<file path="src/rtl/load_store_unit_if.sv">
// Bus interface for load_store_unit: core-side request/response signals and
// the word-wide data-memory port. The slave modport is the LSU view; the
// master modport is the view of the core plus memory environment.
interface load_store_unit_if #(
   parameter int AW = 32,
   parameter int DW = 32
);
   logic          req;
   logic          we;
   logic [2:0]    funct3;
   logic [AW-1:0] addr;
   logic [DW-1:0] wdata;
   logic          ready;
   logic          done;
   logic          err;
   logic [DW-1:0] rdata;
   logic [AW-1:0] mem_address;
   logic          mem_read;
   logic          mem_write;
   logic [DW-1:0] mem_wdata;
   logic [DW-1:0] mem_rdata;

   modport slave (
      input  req, we, funct3, addr, wdata, mem_rdata,
      output ready, done, err, rdata, mem_address, mem_read, mem_write, mem_wdata
   );

   modport master (
      output req, we, funct3, addr, wdata, mem_rdata,
      input  ready, done, err, rdata, mem_address, mem_read, mem_write, mem_wdata
   );
endinterface

</file>
<file path="src/rtl/load_store_unit.sv">
// load_store_unit: one-at-a-time load/store initiator for a word-wide,
// byte-addressed data memory with one-cycle registered read data.
// Handles lane selection, sign/zero extension and read-modify-write for
// sub-word stores.
// Optional feature macro: LSU_ALIGN_CHECK_EN -- when defined, misaligned
// halfword/word accesses are rejected with err instead of being performed.
module load_store_unit #(
   parameter int AW = 32,
   parameter int DW = 32
) (
   input  logic             clk,
   input  logic             rst,
   load_store_unit_if.slave bus
);

   localparam logic [2:0] S_IDLE = 3'd0;
   localparam logic [2:0] S_RD   = 3'd1;
   localparam logic [2:0] S_WAIT = 3'd2;
   localparam logic [2:0] S_WR   = 3'd3;
   localparam logic [2:0] S_DONE = 3'd4;
   localparam logic [2:0] S_ERR  = 3'd5;

   logic [2:0]    r_state;
   logic          r_we;
   logic [2:0]    r_funct3;
   logic [AW-1:0] r_addr;
   logic [DW-1:0] r_rdata;
   logic [DW-1:0] r_mem_wdata;

   logic          w_bad_code;
   logic          w_misalign;
   logic          w_reject;

   // Select the addressed byte/half of a read word and extend it to 32 bits.
   function automatic logic [31:0] f_load_extend(input logic [31:0] word,
                                                 input logic [2:0]  f3,
                                                 input logic [1:0]  lane);
      logic [7:0]  b;
      logic [15:0] h;
      logic [31:0] res;
      b = word[{lane, 3'b000} +: 8];
      h = lane[1] ? word[31:16] : word[15:0];
      case (f3)
         3'b000:  res = {{24{b[7]}}, b};
         3'b100:  res = {24'h000000, b};
         3'b001:  res = {{16{h[15]}}, h};
         3'b101:  res = {16'h0000, h};
         default: res = word;
      endcase
      return res;
   endfunction

   // Merge the low byte/half of the store data into the old memory word.
   function automatic logic [31:0] f_store_merge(input logic [31:0] old,
                                                 input logic [31:0] nw,
                                                 input logic [2:0]  f3,
                                                 input logic [1:0]  lane);
      logic [31:0] res;
      res = old;
      case (f3[1:0])
         2'b00: res[{lane, 3'b000} +: 8] = nw[7:0];
         2'b01: begin
            if (lane[1]) res[31:16] = nw[15:0];
            else         res[15:0]  = nw[15:0];
         end
         default: res = nw;
      endcase
      return res;
   endfunction

   // Classify the incoming request: illegal width code or (optionally) misaligned.
   always_comb begin
      w_bad_code = (bus.funct3 == 3'b011) || (bus.funct3[2:1] == 2'b11) ||
                   (bus.we && bus.funct3[2]);
      w_misalign = 1'b0;
`ifdef LSU_ALIGN_CHECK_EN
      if ((bus.funct3[1:0] == 2'b01) && bus.addr[0])
         w_misalign = 1'b1;
      if ((bus.funct3 == 3'b010) && (bus.addr[1:0] != 2'b00))
         w_misalign = 1'b1;
`endif
      w_reject = w_bad_code || w_misalign;
   end

   // Request FSM: capture on accept, read, merge/extend, write, complete.
   always_ff @(posedge clk) begin
      if (rst) begin
         r_state     <= S_IDLE;
         r_we        <= 1'b0;
         r_funct3    <= 3'b000;
         r_addr      <= '0;
         r_rdata     <= '0;
         r_mem_wdata <= '0;
      end else begin
         case (r_state)
            S_IDLE: begin
               if (bus.req) begin
                  r_we        <= bus.we;
                  r_funct3    <= bus.funct3;
                  r_addr      <= bus.addr;
                  r_mem_wdata <= bus.wdata;
                  if (w_reject)
                     r_state <= S_ERR;
                  else if (bus.we && (bus.funct3 == 3'b010))
                     r_state <= S_WR;
                  else
                     r_state <= S_RD;
               end
            end
            S_RD: r_state <= S_WAIT;
            S_WAIT: begin
               if (r_we) begin
                  // r_mem_wdata still holds the captured store data here
                  r_mem_wdata <= f_store_merge(bus.mem_rdata, r_mem_wdata,
                                               r_funct3, r_addr[1:0]);
                  r_state     <= S_WR;
               end else begin
                  r_rdata <= f_load_extend(bus.mem_rdata, r_funct3, r_addr[1:0]);
                  r_state <= S_DONE;
               end
            end
            S_WR:    r_state <= S_DONE;
            S_DONE:  r_state <= S_IDLE;
            S_ERR:   r_state <= S_IDLE;
            default: r_state <= S_IDLE;
         endcase
      end
   end

   assign bus.ready       = (r_state == S_IDLE);
   assign bus.done        = (r_state == S_DONE) || (r_state == S_ERR);
   assign bus.err         = (r_state == S_ERR);
   assign bus.rdata       = r_rdata;
   assign bus.mem_address = {r_addr[AW-1:2], 2'b00};
   assign bus.mem_read    = (r_state == S_RD);
   assign bus.mem_write   = (r_state == S_WR);
   assign bus.mem_wdata   = r_mem_wdata;

endmodule
</file>
<file path="src/flat_wrapper.sv">
// flat-port wrapper written by rule: the top's interface ports become plain ports
module load_store_unit_flat 
#(
   parameter int AW = 32,
   parameter int DW = 32
)
  (clk, rst, bus_req, bus_we, bus_funct3, bus_addr, bus_wdata, bus_mem_rdata, bus_ready, bus_done, bus_err, bus_rdata, bus_mem_address, bus_mem_read, bus_mem_write, bus_mem_wdata);
  load_store_unit_if #(.AW(AW), .DW(DW)) bus_i ();
  input  logic clk;
  input  logic rst;
  input wire logic [$bits(bus_i.req)-1:0] bus_req;
  input wire logic [$bits(bus_i.we)-1:0] bus_we;
  input wire logic [$bits(bus_i.funct3)-1:0] bus_funct3;
  input wire logic [$bits(bus_i.addr)-1:0] bus_addr;
  input wire logic [$bits(bus_i.wdata)-1:0] bus_wdata;
  input wire logic [$bits(bus_i.mem_rdata)-1:0] bus_mem_rdata;
  output wire logic [$bits(bus_i.ready)-1:0] bus_ready;
  output wire logic [$bits(bus_i.done)-1:0] bus_done;
  output wire logic [$bits(bus_i.err)-1:0] bus_err;
  output wire logic [$bits(bus_i.rdata)-1:0] bus_rdata;
  output wire logic [$bits(bus_i.mem_address)-1:0] bus_mem_address;
  output wire logic [$bits(bus_i.mem_read)-1:0] bus_mem_read;
  output wire logic [$bits(bus_i.mem_write)-1:0] bus_mem_write;
  output wire logic [$bits(bus_i.mem_wdata)-1:0] bus_mem_wdata;
  assign bus_i.req = bus_req;
  assign bus_i.we = bus_we;
  assign bus_i.funct3 = bus_funct3;
  assign bus_i.addr = bus_addr;
  assign bus_i.wdata = bus_wdata;
  assign bus_i.mem_rdata = bus_mem_rdata;
  assign bus_ready = bus_i.ready;
  assign bus_done = bus_i.done;
  assign bus_err = bus_i.err;
  assign bus_rdata = bus_i.rdata;
  assign bus_mem_address = bus_i.mem_address;
  assign bus_mem_read = bus_i.mem_read;
  assign bus_mem_write = bus_i.mem_write;
  assign bus_mem_wdata = bus_i.mem_wdata;
  load_store_unit #(.AW(AW), .DW(DW)) u_core (.clk(clk), .rst(rst), .bus(bus_i));
endmodule
</file>
<file path="config.mk">
export PLATFORM = sky130hd
export DESIGN_NAME = load_store_unit_flat
export DESIGN_NICKNAME = d
export VERILOG_FILES = /design/src/rtl/load_store_unit_if.sv /design/src/rtl/load_store_unit.sv /design/src/flat_wrapper.sv
export SDC_FILE = /design/constraint.sdc
export NUM_CORES = 1
export LEC_CHECK = 0
export BUFFER_PORTS_ARGS = -buffer_cell sky130_fd_sc_hd__buf_2
export CAP_MARGIN = 40
export CORE_MARGIN = 2
export CORE_UTILIZATION = 50
export CTS_CLUSTER_SIZE = 24
export DETAILED_ROUTE_END_ITERATION = 12
export PLACE_DENSITY = 0.92
export SYNTH_ARGS = -nofsm -noshare
export SYNTH_HDL_FRONTEND = slang
export SYNTH_SLANG_ARGS = --single-unit
</file>
<file path="constraint.sdc">
create_clock -name clk -period 2.46 [get_ports clk]
set_input_delay 0.492 -clock clk [delete_from_list [all_inputs] [get_ports clk]]
set_output_delay 0.492 -clock clk [all_outputs]
set_load 0.02 [all_outputs]
</file>
==> reports/qor.csv, run 1 <==
metric;value;unit
whs_path_depth;3;
grt_pass1_wl;25430;um
htree_num_levels;3;
core;0.01037;mm^2
crit_fanout;13;
synthMuxAreaShare;4.771;%
io_pins;204;
dr.pass1.iters;5;
utilization;61.56;%
fin_area;0.006384;mm^2
leakagePower;2.854;nW
antenna_found_initial;0;
synth_cells;646;
holdPathEnd;u_core.r_addr[22];
end_kind;primary output;
vias;5467;
synthFlopType;dfxtp_1;
status;complete, no violations;
seqCellArea;0.002062;mm^2
cts_buffer_depth;2;
dp_hpwl;11870;um
ys_seq_area_share;38.35;%
area_delta_synth_final;18.73;%
avgRoutedWirePerCell;17.70;um
setup_tns;0;ns
path_class;reg -> out;
critPathArrivalTime;1.64;ns
synth_seq_cells;103;
r2r-start;u_core.r_addr[1];
min_period;2.135;ns
port-buffer-count;201;
hold_ws;0.3516;ns
fillers;903;
routabilityCongestion;0.8947;
cts_setup_buffers;0;
netlist_area;0.005376;mm^2
synth_top_family_by_area;compound AO/OA/AOI/OAI gates;
p_per_area;603.5;mW/mm^2
tightest_slew;0.7190;ns
drc_errors;0;
drv_slew;0;
synth_compound_area_share;27.79;%
clkSinkCount;103;
postSynth.asyncResetShare;0;%
min-delay-start;bus_addr[22];
layout_commonest_cell;buf_2;
pre_cts_ws;0.4258;ns
num_rows;37;
dr.first_iter.drc_count;513;
synth.distinct_cells;54;
tritoncts;yes;
finalSetupViolCount;0;
slew-limit-headroom;52.06;%
ys_warn_count;0;
path_clk_slew;0.10;ns
hp-class;in -> reg;
clk_latency;0.37;ns
layout-drive-gt1-share;31.66;%
cts_buffers;9;
reg2reg_to;u_core.bus.rdata[11];
finalCritPeriodShare;86.77;%
overflow;0;
synth-simple-area-share;18.22;%
fin_ws;0.3255;ns
cts_resized;0;
hold_viol;0;
multi_input_area;0.002818;mm^2
grt_setup_unrepaired;no;
avgSynthCellArea;8.323;um^2
grt_usage;27.94;%
peakVddDrop;0.0003494;V
rrSetupSlack;0.39;ns
first_global_vias;4977;
grt_max_degree;60;
hold_buffers;0;
max_freq;468.5;MHz
die_y;107.7;um
reg2regPathDepth;5;
max_cap_viol_count;0;
cts_root_buffer;clkbuf_8;
nNetsFinal;899;
final_cell_mix;buf_2 (201), nand2_1 (113), dfxtp_1 (103), a21oi_1 (80), o21ai_0 (47);
synthXorXnorAreaFrac;0;%
vias_per_cell;5.860;
cp-start-kind;register;
die_area;0.01160;mm^2
post_dp_cell_area;0.006207;mm^2
synth_edf_count;0;
initial_utilization;51.85;%
drt-total-wl;16520;um
die_width;107.7;um
skew;0.01825;ns
synthAdderAreaFrac;1.164;%
required;1.97;ns
postRouteAntennaNets;0;
[routing by layer]
layer,up-vias,wire length [um],GRT usage (%)
met5,-,0,0
met4,0,653,13.74
li1,2583,-,-
met2,319,7762,44.47
met3,56,1732,5.569
met1,2509,6367,36.02
[where the power goes]
group / switching, mW / total [mW] / leakage [nW] / internal, mW
Sequential: 0.105 / 1.90 / 0.843 / 1.79
Clock: 0.605 / 0.985 / 0.0781 / 0.380
Combinational: 0.615 / 0.968 / 1.93 / 0.353
[worst max path at each step]
stage	start	end
floorplan	u_core.r_addr[1]	u_core.bus.mem_wdata[31]
global placement	u_core.r_state[1]	u_core.bus.rdata[11]
detailed placement	u_core.r_state[1]	u_core.bus.rdata[10]
CTS	u_core.r_state[1]	bus_mem_write
global route	u_core.r_state[1]	bus_mem_write
finish	u_core.r_state[1]	bus_mem_write
[sequential cells by signal, summed over array words and instances, names as in the netlist]
signal                cells
u_core.bus.rdata         32
u_core.r_state            3
u_core.r_we               1
u_core.r_funct3           3
u_core.r_addr            32
u_core.bus.mem_wdata     32
[critical path: stages, from the launching register on]
cell and delay [ns]:
dfxtp_1 0.56, inv_1 0.18, nor3b_1 0.31, buf_2 0.23
[cell usage after synthesis, drive strengths merged (2+ instances only)]
library cell / count / share of area (%)
a2111oi: 3 / 0.49
a211o: 8 / 1.3
a211oi: 9 / 1.3
a21o: 4 / 0.56
a21oi: 82 / 7.9
a221o: 9 / 1.7
a221oi: 16 / 2.6
a311oi: 2 / 0.56
a32o: 9 / 1.7
and2: 8 / 0.93
and3: 2 / 0.23
buf: 58 / 7.4
clkbuf: 25 / 1.7
dfxtp: 103 / 38
ha: 5 / 1.2
inv: 7 / 0.49
mux2: 5 / 1.0
mux2i: 20 / 3.7
nand2: 113 / 7.9
nand2b: 15 / 1.7
nand3: 10 / 0.93
nand3b: 9 / 1.3
nor2: 13 / 0.95
nor2b: 5 / 0.58
nor3: 7 / 0.74
nor3b: 4 / 0.65
nor4b: 2 / 0.72
nor4bb: 2 / 0.37
o211a: 7 / 1.3
o211ai: 8 / 1.1
o21a: 2 / 0.28
o21ai: 56 / 5.4
o21bai: 2 / 0.28
o221a: 2 / 0.42
o41ai: 2 / 0.67
or3: 6 / 0.70
[cell families (layout without fill, tap and decap cells)]
group,after synthesis,after routing
flops,103,103
mux,25,25
compound gates,223,223
fa+ha+maj,5,5
simple gates,199,199
buf+inv,90,239
other cells,1,3
[final cells by class]
type,instances,share of cell area (%)
Antenna cell,1,0.03920
Clock buffer,11,2.058
Clock inverter,5,0.6664
Inverter,7,0.4116
Multi-Input combinational cell,454,44.14
Sequential cell,103,32.30
Tap cell,136,2.666
Timing Repair Buffer,216,17.72
[metrics by stage]
stage / instances / power (mW)
6_report: 933 / 3.853
5_1_grt: 932 / 4.028
4_1_cts: 932 / 3.855
3_5_place_dp: 916 / 2.887
3_3_place_gp: 916 / 2.871
2_1_floorplan: 647 / 2.582
Power figures use the tool's default switching activity.
==> run 2: changes to the inputs <==
--- a/config.mk
+++ b/config.mk
@@ -7,6 +7,7 @@
 export LEC_CHECK = 0
 export BUFFER_PORTS_ARGS = -buffer_cell sky130_fd_sc_hd__buf_2
 export CAP_MARGIN = 40
+export CORE_ASPECT_RATIO = 1.1
 export CORE_MARGIN = 2
 export CORE_UTILIZATION = 50
 export CTS_CLUSTER_SIZE = 24
==> run 2 against run 1 <==
Combinational power up 2%. Cell count up 0.64%. Flip-flop and latch count unchanged. Utilization up 0.70 points. Critical path depth up 1. Power up 10%. First-iteration DRC count down 5.5%. Die area about the same. Design area up 1.8%. Sequential share of layout area down 0.58 points. Fmax down 5.1%.
==> reports/qor.csv, run 2 (synthesis gave the netlist of run 1 again) <==
metric;value;unit;change
max_cap_viol_count;0;;unchanged
pre_cts_ws;0.1642;ns;-0.2617 ns
antenna_found_initial;0;;unchanged
layout_commonest_cell;buf_2;;
crit_start;u_core.r_state[1];;
path_clk_slew;0.07;ns;-0.03 ns
postRouteAntennaNets;0;;unchanged
hp-class;in -> reg;;
cts_buffer_depth;2;;unchanged
fin_ws;0.2104;ns;-0.1151 ns
required;2.66;ns;+0.69 ns
grtUsageMet1;33.79;%;-2.2 points
min-delay-start;bus_addr[22];;
status;complete, no violations;;
post_dp_cell_area;0.006211;mm^2;about the same
skew;0.01214;ns;-0.006107 ns
grt_setup_unrepaired;no;;
initial_utilization;51.49;%;-0.36 points
overflow;0;;unchanged
final_cell_mix;buf_2 (201), nand2_1 (113), dfxtp_1 (103), a21oi_1 (80), o21ai_0 (47);;
drv_slew;0;;unchanged
avgRoutedWirePerCell;17.85;um;+0.83%
crit_fanout;13;;unchanged
io_pins;204;;unchanged
htree_num_levels;3;;unchanged
nNetsFinal;900;;+0.11%
multi_input_area;0.002829;mm^2;+0.40%
whs_path_depth;3;;unchanged
dp_hpwl;12110;um;+2.0%
peakVddDrop;0.0003783;V;+8.3%
grtUsageMet3;6.300;%;+0.73 points
slew-limit-headroom;48.58;%;-3.5 points
p_total;4.242;mW;+10%
vias;5597;;+2.4%
clkSinkCount;103;;unchanged
finalCritPeriodShare;91.45;%;+4.7 points
antenna_cells;0;;-1
hold_ws;0.3739;ns;+0.02236 ns
area_delta_synth_final;20.92;%;
dr.pass1.iters;5;;unchanged
vias_per_cell;5.961;;+1.7%
fillers;937;;+3.8%
tightest_slew;0.7712;ns;+0.05223 ns
grt_busiest_layer;met2;;
tritoncts;yes;;
fin_area;0.006501;mm^2;+1.8%
met2_usage;46.49;%;+2.0 points
p_per_area;652.4;mW/mm^2;+8.1%
drt-total-wl;16760;um;+1.5%
min_period;2.250;ns;+0.1151 ns
routabilityCongestion;0.9630;;+7.6%
cts_root_buffer;clkbuf_16;;
r2r-start;u_core.r_state[1];;
core;0.01044;mm^2;+0.70%
end_kind;register;;
setup_tns;0;ns;unchanged
num_rows;39;;+5.4%
first_global_vias;5153;;+3.5%
hold_viol;0;;unchanged
dr.first_iter.drc_count;485;;-5.5%
reg2regPathDepth;4;;-1
die_width;102.9;um;-4.5%
max_freq;444.5;MHz;-5.1%
drc_errors;0;;unchanged
die_area;0.01160;mm^2;about the same
port-buffer-count;201;;unchanged
cts_setup_buffers;0;;unchanged
layout-drive-gt1-share;31.91;%;+0.25 points
seqCellArea;0.002062;mm^2;unchanged
finalSetupViolCount;0;;unchanged
grt_max_degree;60;;unchanged
clk_latency;0.35;ns;-0.02 ns
critPathArrivalTime;2.45;ns;+0.81 ns
cts_buffers;9;;unchanged
leakagePower;2.912;nW;+2.1%
die_y;112.8;um;+4.7%
cp-start-kind;register;;
grt_usage;27.68;%;-0.26 points
grt_pass1_wl;25210;um;-0.90%
path_class;reg -> reg;;
==> run 2: cell count changes in the layout (fill, tap and decap cells not counted), sizes merged <==
cell / change
diode: -1
clkbuf: -2
buf: +1
clkinvlp: -2
clkinv: +2
inv: +1
==> run 2: path summary, 6_finish.rpt <==
kind / to / slack (ns)
max: u_core.bus.rdata[13] / 0.21
min: u_core.r_addr[22] / 0.37
max reg2reg: u_core.bus.rdata[13] / 0.21
min reg2reg: u_core.r_addr[28] / 0.45
==> run 2: power by group <==
part	internal (mW)	switching, mW
Combinational	0.352	0.633
Clock	0.699	0.668
Sequential	1.79	0.0950
==> run 2: metal layers <==
metal	up-vias	routed length [um]
met5	-	0
met3	64	1740
li1	2578	-
met4	0	789
met2	390	7896
met1	2565	6333
==> run 2: cell type report <==
type | count | share of cell area [%]
Clock buffer | 9 | 3.464
Clock inverter | 6 | 0.8276
Inverter | 7 | 0.4042
Multi-Input combinational cell | 454 | 43.51
Sequential cell | 103 | 31.72
Tap cell | 143 | 2.752
Timing Repair Buffer | 217 | 17.32
==> run 2: what timing repair did <==
action | 4_1_cts | 5_1_grt
hold buffers | 0 | 0
hold endpoints to repair | 0 | 0
resized for setup | 0 | 1
setup endpoints to repair | 0 | 8
==> run 2: critical path: stages, from the launching register on <==
cell and delay, ns:
dfxtp_1 0.54, inv_1 0.17, or4_1 0.69, a311oi_4 0.55, a211oi_1 0.15
==> run 2: through the flow <==
| stage | util (%) | cells |
|---|---|---|
| 2_1_floorplan | - | 647 |
| 3_3_place_gp | 59.48 | 924 |
| 3_5_place_dp | 59.48 | 924 |
| 4_1_cts | 62.15 | 939 |
| 5_1_grt | 62.26 | 939 |
| 6_report | 62.26 | 939 |
